`config.mk`:
```
export PLATFORM = sky130hd
export DESIGN_NAME = wb_regfile
export DESIGN_NICKNAME = d
export VERILOG_FILES = /design/src/rtl/wb_regfile.sv
export SDC_FILE = /design/constraint.sdc
export NUM_CORES = 2
export LEC_CHECK = 0
export BUFFER_PORTS_ARGS = -buffer_cell sky130_fd_sc_hd__buf_4
export CORE_MARGIN = 2
export CORE_UTILIZATION = 40
export DETAILED_ROUTE_END_ITERATION = 12
export GPL_ROUTABILITY_DRIVEN = 0
export SYNTH_ARGS = -nofsm -noshare
export SYNTH_HDL_FRONTEND = slang
export SYNTH_SLANG_ARGS = --single-unit
```
`constraint.sdc`:
```
create_clock -name clk -period 2.9 [get_ports clk]
set_input_delay 0.29 -clock clk [delete_from_list [all_inputs] [get_ports clk]]
set_output_delay 0.29 -clock clk [all_outputs]
set_load 0.005 [all_outputs]
```
`src/rtl/wb_regfile.sv`:
```
// wb_regfile: M/W write-back pipeline, 32x32 byte-masked register file and two forwarded read ports.
// Latency: accepted at edge N, committed at edge N+2; read data/hazard are combinational.
// Backpressure: none internally; hazard asks upstream for bubbles. Build option: WB_FORWARD_EN.
module wb_regfile #(
  parameter int FWD_DEPTH = 2
) (
  input  logic        clk,
  input  logic        rstd,
  input  logic        valid_in,
  input  logic [4:0]  wreg_in,
  input  logic [3:0]  wren_in,
  input  logic        is_load_in,
  input  logic [31:0] wdata_in,
  input  logic [31:0] mem_rdata,
  input  logic [4:0]  ra1,
  input  logic [4:0]  ra2,
  output logic [31:0] rd1,
  output logic [31:0] rd2,
  output logic        hazard
);

  typedef struct packed {
    logic        vld;
    logic [4:0]  wreg;
    logic [3:0]  wren;
    logic        is_load;
    logic [31:0] dat;
  } m_stage_t;

  // W no longer needs is_load: load data is merged on the way in.
  typedef struct packed {
    logic        vld;
    logic [4:0]  wreg;
    logic [3:0]  wren;
    logic [31:0] dat;
  } w_stage_t;

  m_stage_t    m_q;
  w_stage_t    w_q;
  logic [31:0] regs [32];

  logic                 m_wr;
  logic                 w_wr;
  logic [FWD_DEPTH-1:0] stage_wr;

  logic [1:0][4:0]  ra_v;
  logic [1:0][31:0] rd_v;
  logic [1:0]       haz_v;

  function automatic logic [31:0] merge_bytes(input logic [31:0] base,
                                              input logic [31:0] dat,
                                              input logic [3:0]  en);
    logic [31:0] res;
    res = base;
    for (int b = 0; b < 4; b++) begin
      if (en[b]) res[8*b +: 8] = dat[8*b +: 8];
    end
    return res;
  endfunction

  always_ff @(posedge clk or negedge rstd) begin
    if (!rstd) begin
      m_q <= '0;
      w_q <= '0;
    end else begin
      m_q.vld     <= valid_in;
      m_q.wreg    <= wreg_in;
      m_q.wren    <= wren_in;
      m_q.is_load <= is_load_in;
      m_q.dat     <= wdata_in;
      w_q.vld     <= m_q.vld;
      w_q.wreg    <= m_q.wreg;
      w_q.wren    <= m_q.wren;
      w_q.dat     <= m_q.is_load ? mem_rdata : m_q.dat;
    end
  end

  assign m_wr     = m_q.vld && (m_q.wreg != 5'd0) && (m_q.wren != 4'd0);
  assign w_wr     = w_q.vld && (w_q.wreg != 5'd0) && (w_q.wren != 4'd0);
  assign stage_wr = {w_wr, m_wr};

  always_ff @(posedge clk or negedge rstd) begin
    if (!rstd) begin
      for (int i = 0; i < 32; i++) regs[i] <= '0;
    end else if (stage_wr[1]) begin
      for (int b = 0; b < 4; b++) begin
        if (w_q.wren[b]) regs[w_q.wreg][8*b +: 8] <= w_q.dat[8*b +: 8];
      end
    end
  end

  assign ra_v = {ra2, ra1};

  // Per port: file value, then older W bytes, then younger M bytes on top.
  always_comb begin
    rd_v  = '0;
    haz_v = '0;
    for (int p = 0; p < 2; p++) begin
      if (ra_v[p] != 5'd0) begin
        rd_v[p] = regs[ra_v[p]];
`ifdef WB_FORWARD_EN
        if (stage_wr[1] && (w_q.wreg == ra_v[p]))
          rd_v[p] = merge_bytes(rd_v[p], w_q.dat, w_q.wren);
        if (stage_wr[0] && !m_q.is_load && (m_q.wreg == ra_v[p]))
          rd_v[p] = merge_bytes(rd_v[p], m_q.dat, m_q.wren);
        haz_v[p] = stage_wr[0] && m_q.is_load && (m_q.wreg == ra_v[p]);
`else
        haz_v[p] = (stage_wr[0] && (m_q.wreg == ra_v[p])) ||
                   (stage_wr[1] && (w_q.wreg == ra_v[p]));
`endif
      end
    end
  end

  assign rd1    = rd_v[0];
  assign rd2    = rd_v[1];
  assign hazard = |haz_v;

endmodule

```
* Word level (Yosys, flattened, before mapping)
Cells that the tools add are included.
** Word-level totals
- Register bits :: 1109
- Input port bits :: 87
- Logic and storage cells :: 100
- Output and inout port bits :: 65
** Operators by class
- $lt $le $gt $ge :: 4
- Multiplexer cells :: 30
- Bitwise logic cells :: 3
- Eq/ne operators :: 4
- Reduce and logical (&&, ||, !) cells :: 18
** Operator list (number)
- 1024-bit two-way mux :: 7
- 1024-bit bitwise mux :: 4
- 32-bit demux with 5-bit select :: 4
- 32-bit binary-select mux with 5-bit select :: 2
- 32-bit two-way mux :: 8
- 24-bit two-way mux :: 1
- 5-bit equality test :: 4
- 5-bit nonzero test :: 4
- 6-bit >= comparator (second input constant) :: 3
- 5-bit inverter with 6-bit output :: 3
- 16-bit two-way mux :: 1
- 1-bit logical AND :: 9
- 8-bit two-way mux :: 1
- 4-bit nonzero test :: 2
- 6-bit by 1-bit < comparator with 1-bit output (second input constant) :: 1
- 1-bit logical OR :: 2
- 1-bit two-way mux :: 2
- 2-bit OR reduction :: 1

* Logic depth before layout (Yosys ltp)
- Depth after elaboration :: 16
- Gate-level depth with buffers :: 8

* Least setup slack after synthesis
OpenSTA, ideal clock, no wires.
- Kind :: input -> output
- From :: input port ra1[1]
- To :: output port rd1[1]
- Arrival time :: 1.815 ns
- Stages :: 7
- Slack :: 0.795 ns
- Required time :: 2.610 ns
- Path through :: clkbuf_1 -> buf_2 -> buf_2 -> mux4_2 -> mux2_2 -> o21ai_1 -> a311oi_1
** Between the ends
- Word-level cells in the longest chain between the ends :: 5
- Elaborated cells between the ends (all ways) :: 6
- Those cells by class :: 4 x mux; 1 x bitwise; 1 x reduce/logical
** RTL lines
- start, declared :: RTL line 15 : input logic [4:0] ra1,
- 5-bit inverter with 6-bit output (not written as such) :: RTL line 100 : rd_v[p] = regs[ra_v[p]];
- 32-bit binary-select mux with 5-bit select :: RTL line 100
- 32-bit two-way mux (not written as such) (2 in series) :: RTL line 100
- 32-bit two-way mux (*) :: RTL line 99 : if (ra_v[p] != 5'd0) begin
- end, declared :: RTL line 17 : output logic [31:0] rd1,
Mark *: on every way between the ends. The rest lies on a longest branch, timed or not. The select of a mux whose other input is x is not followed.

* Worst setup path after layout
- From :: register regs[910] in the netlist's numbering
- To :: output port rd1[14]
** Between the ends
- Word-level cells in the longest chain between the ends :: 4
** RTL lines
- start, declared :: RTL line 40 : logic [31:0] regs [32];
- start signal, assigned by index :: RTL line 87 : if (w_q.wren[b]) regs[w_q.wreg][8*b +: 8] <= w_q.dat[8*b +: 8];
- 32-bit binary-select mux with 5-bit select :: RTL line 100
- 32-bit two-way mux (not written as such) (2 in series) :: RTL line 100
- 32-bit two-way mux :: RTL line 99
No other way between the ends. The select of a mux whose other input is x is not followed.

==> summary.md <==
| Metric | Value |
|---|---|
| Status | finished, final reports clean |
| Critical path required time | 2610 ps |
| Number of global-route vias before repair | 39773 |
| DR WL/cell | 32.2 µm |
| Period utilization | 0.996 |
| Pwr Total | 45.6 mW |
| Violation count after the first detailed-route iteration | 3570 |
| Root Buffer | clkbuf_16 |
| Vias | 37754 |
| Critical path type | flop to output port |
| Antenna violations before repair | 3 |
| Syn_area_per_cell | 16.5 µm² |
| Hpwl dp | 131000 µm |
| Global-route wire length before repair | 297000 µm |
| Worst-skew pair later-pin latency | 790 ps |
| I/O Buffers | 151 |
| Global Route Usage Sum | 0.252 |
| Synthesis-to-layout area growth | 18.0% |
| FF/Latch Area | 0.0278 mm² |
| Max Cap Violations | 0 |
| H-tree level count | 4 |
| Min-Delay Path Class | input port to asynchronous set/reset pin |
| Fill cells | 13227 |
| Routed Antenna Nets | 0 |
| Worst vdd ir | 0.520 mV |
| Clk_skew | 26.7 ps |
| Commonest non-fill, non-tap cell in the layout | dfrtp_1 |
| Total Neg Setup Slack | 0 ps |
| Final setup fails | 0 |
| I/O pin cnt | 152 |
| Cts bufs inserted | 130 |
| Synthesized Nets | 3913 |
| Final non-filler cell total | 6294 |
| Leading cell types in the layout, fill and taps excluded | dfrtp_1 (1106), mux2_4 (964), mux4_2 (448) |
| Pre-antenna DRT Iters | 5 |
| RSZ-0062 raised after global routing | yes |
| Launching element type of the critical path | flop |
| Final Util | 0.477 |
| Final worst path period need | 2890 ps |
| Fmax | 0.346 GHz |
| Largest net degree at the start of global routing | 87 |
| Starting Density | 0.404 |
| Die H | 402 µm |
| Final Hold Vio Count | 0 |
| Slew HR | 0.0749 |
| CTS tree | done |
| Worst Tran Pin Value | 1390 ps |
| Share of cells above drive strength 1 | 0.578 |
| Clk pin slew, worst setup/hold paths | 60 ps |
| PnR worst setup slack | 10.8 ps |
| Clock tree sinks | 1109 |
| DP Worst Slack | -319 ps |
| GRT overflow | 0 |
| Critical Path AT | 2600 ps |
| CP startpoint | regs[910] |
| R2r startpoint | w_q[40] |
| Area of the multi-input gates | 0.0344 mm² |
| PwrDens | 611 mW/mm² |
| Max-slew violations | 0 |
| Leak Pwr | 34.6 nW |
| YS warnings | 0 |
| # nets final | 4223 |
| Core ar. | 0.157 mm² |
| Clock Path Buffers | 3 |
| DRT Wirelength | 202000 µm |
| Row Count | 145 |
| Placed cells | 5979 |
| Drt via density | 6.00 |
| Chip width | 402 µm |
| Count of distinct cell types in the synthesized netlist | 45 |
| #FFs+latches synth | 1109 |
| Post-synthesis sequential area ratio | 0.439 |
| Gate Count Post-Synth | 3826 |
| DIE AREA | 0.161 mm² |
| Mapped Area | 0.0632 mm² |
| Crit path max fanout | 3 |
| Number of remaining DRC errors | 0 |
| Critical Path Sink Type | output port |
==> cell families (layout without fill, tap and decap cells) <==
group | count (synthesis) | after routing | share of synthesized area
muxes | 1664 | 1664 | 0.431
DFF | 1109 | 1109 | 0.439
other | 0 | 1 | 0
and+or+nand+nor | 295 | 295 | 0.0567
AOI/OAI and AO/OA | 377 | 377 | 0.0441
xor gates and xnor gates | 20 | 20 | 0.00277
buffers and inverters | 361 | 770 | 0.0268
==> worst max-delay path, stage by stage (launching register included) <==
cell and delay, ps:
dfrtp_1 410, mux4_2 480, nor2b_1 160, a211oi_2 400, a311oi_4 150, buf_4 220
==> registers in the layout, summed over array words and instances (netlist names) <==
register / flops
m_q: 43
w_q: 42
regs: 1024
==> area by class of cell <==
cell class / count / share of cell area
Antenna cell: 1 / 0.0000335
Inverter: 2 / 0.000134
Clock buffer: 182 / 0.0506
Multi-Input combinational cell: 2356 / 0.461
Clock inverter: 49 / 0.0104
Sequential cell: 1109 / 0.372
Timing Repair Buffer: 537 / 0.0712
Tap cell: 2058 / 0.0345
==> routing by layer <==
metal / track usage / wire [µm] / vias to the layer above / share of wire
met2: 0.376 / 90900 / 1436 / 0.45
met3: 0.0577 / 14700 / 355 / 0.073
met5: 0 / 0 / - / 0
met1: 0.356 / 88600 / 20555 / 0.44
li1: - / - / 15408 / -
met4: 0.0965 / 8180 / 0 / 0.040
==> synth_stat cells (all sizes together) <==
master	instances	share of area
or4	3	0.00036
a22oi	64	0.0076
a221oi	47	0.0065
clkbuf	242	0.014
mux2	1088	0.25
dfrtp	1109	0.44
o22ai	2	0.00020
buf	117	0.012
and3	1	0.000099
nand3	4	0.00032
nor3	2	0.00024
o2111ai	17	0.0024
nand2b	2	0.00020
or2	2	0.00020
a32o	1	0.00016
a311oi	64	0.0089
o41ai	1	0.00014
mux4	448	0.16
a21oi	1	0.000079
nand2	69	0.0077
or3	1	0.000099
nor3b	3	0.00089
a211oi	64	0.0076
inv	2	0.00012
and3b	3	0.00042
xnor2	20	0.0028
and2	3	0.00030
a21boi	1	0.00012
nor2	132	0.039
o311ai	4	0.0017
o21ai	111	0.0088
mux2i	128	0.020
nor2b	70	0.0069
==> where the power goes <==
group	switching (mW)	internal (mW)	total (mW)
logic	3.30	5.28	8.58
clock network	7.01	10.6	17.7
registers	1.90	17.4	19.3
total	12.2	33.3	45.6
==> through the flow <==
step                      area [µm²]  hold slack (ps)
after global routing           74600              120
after floorplan                63200            -5.59
after global placement         68600              358
after detailed placement       68600              358
final                          74600              142
after CTS                      74300             86.7
==> final timing paths <==
kind	endpoint	cells after the start	slack [ps]
max	rd1[14]	5	10
min	regs[921]	2	140
max reg2reg	regs[706]	5	350
min reg2reg	regs[1011]	0	390
max in group asynchronous	regs[979]	3	1660
min in group clk	m_q[2]	2	140
==> what timing repair did <==
action,in CTS,in global routing
buffers inserted,3,7
gates resized for setup,70,48
hold buffers,76,0
endpoints found under the setup margin,43,36
endpoints found under the hold margin,106,0
pin swaps,10,12
Power figures use the tool's default switching activity.
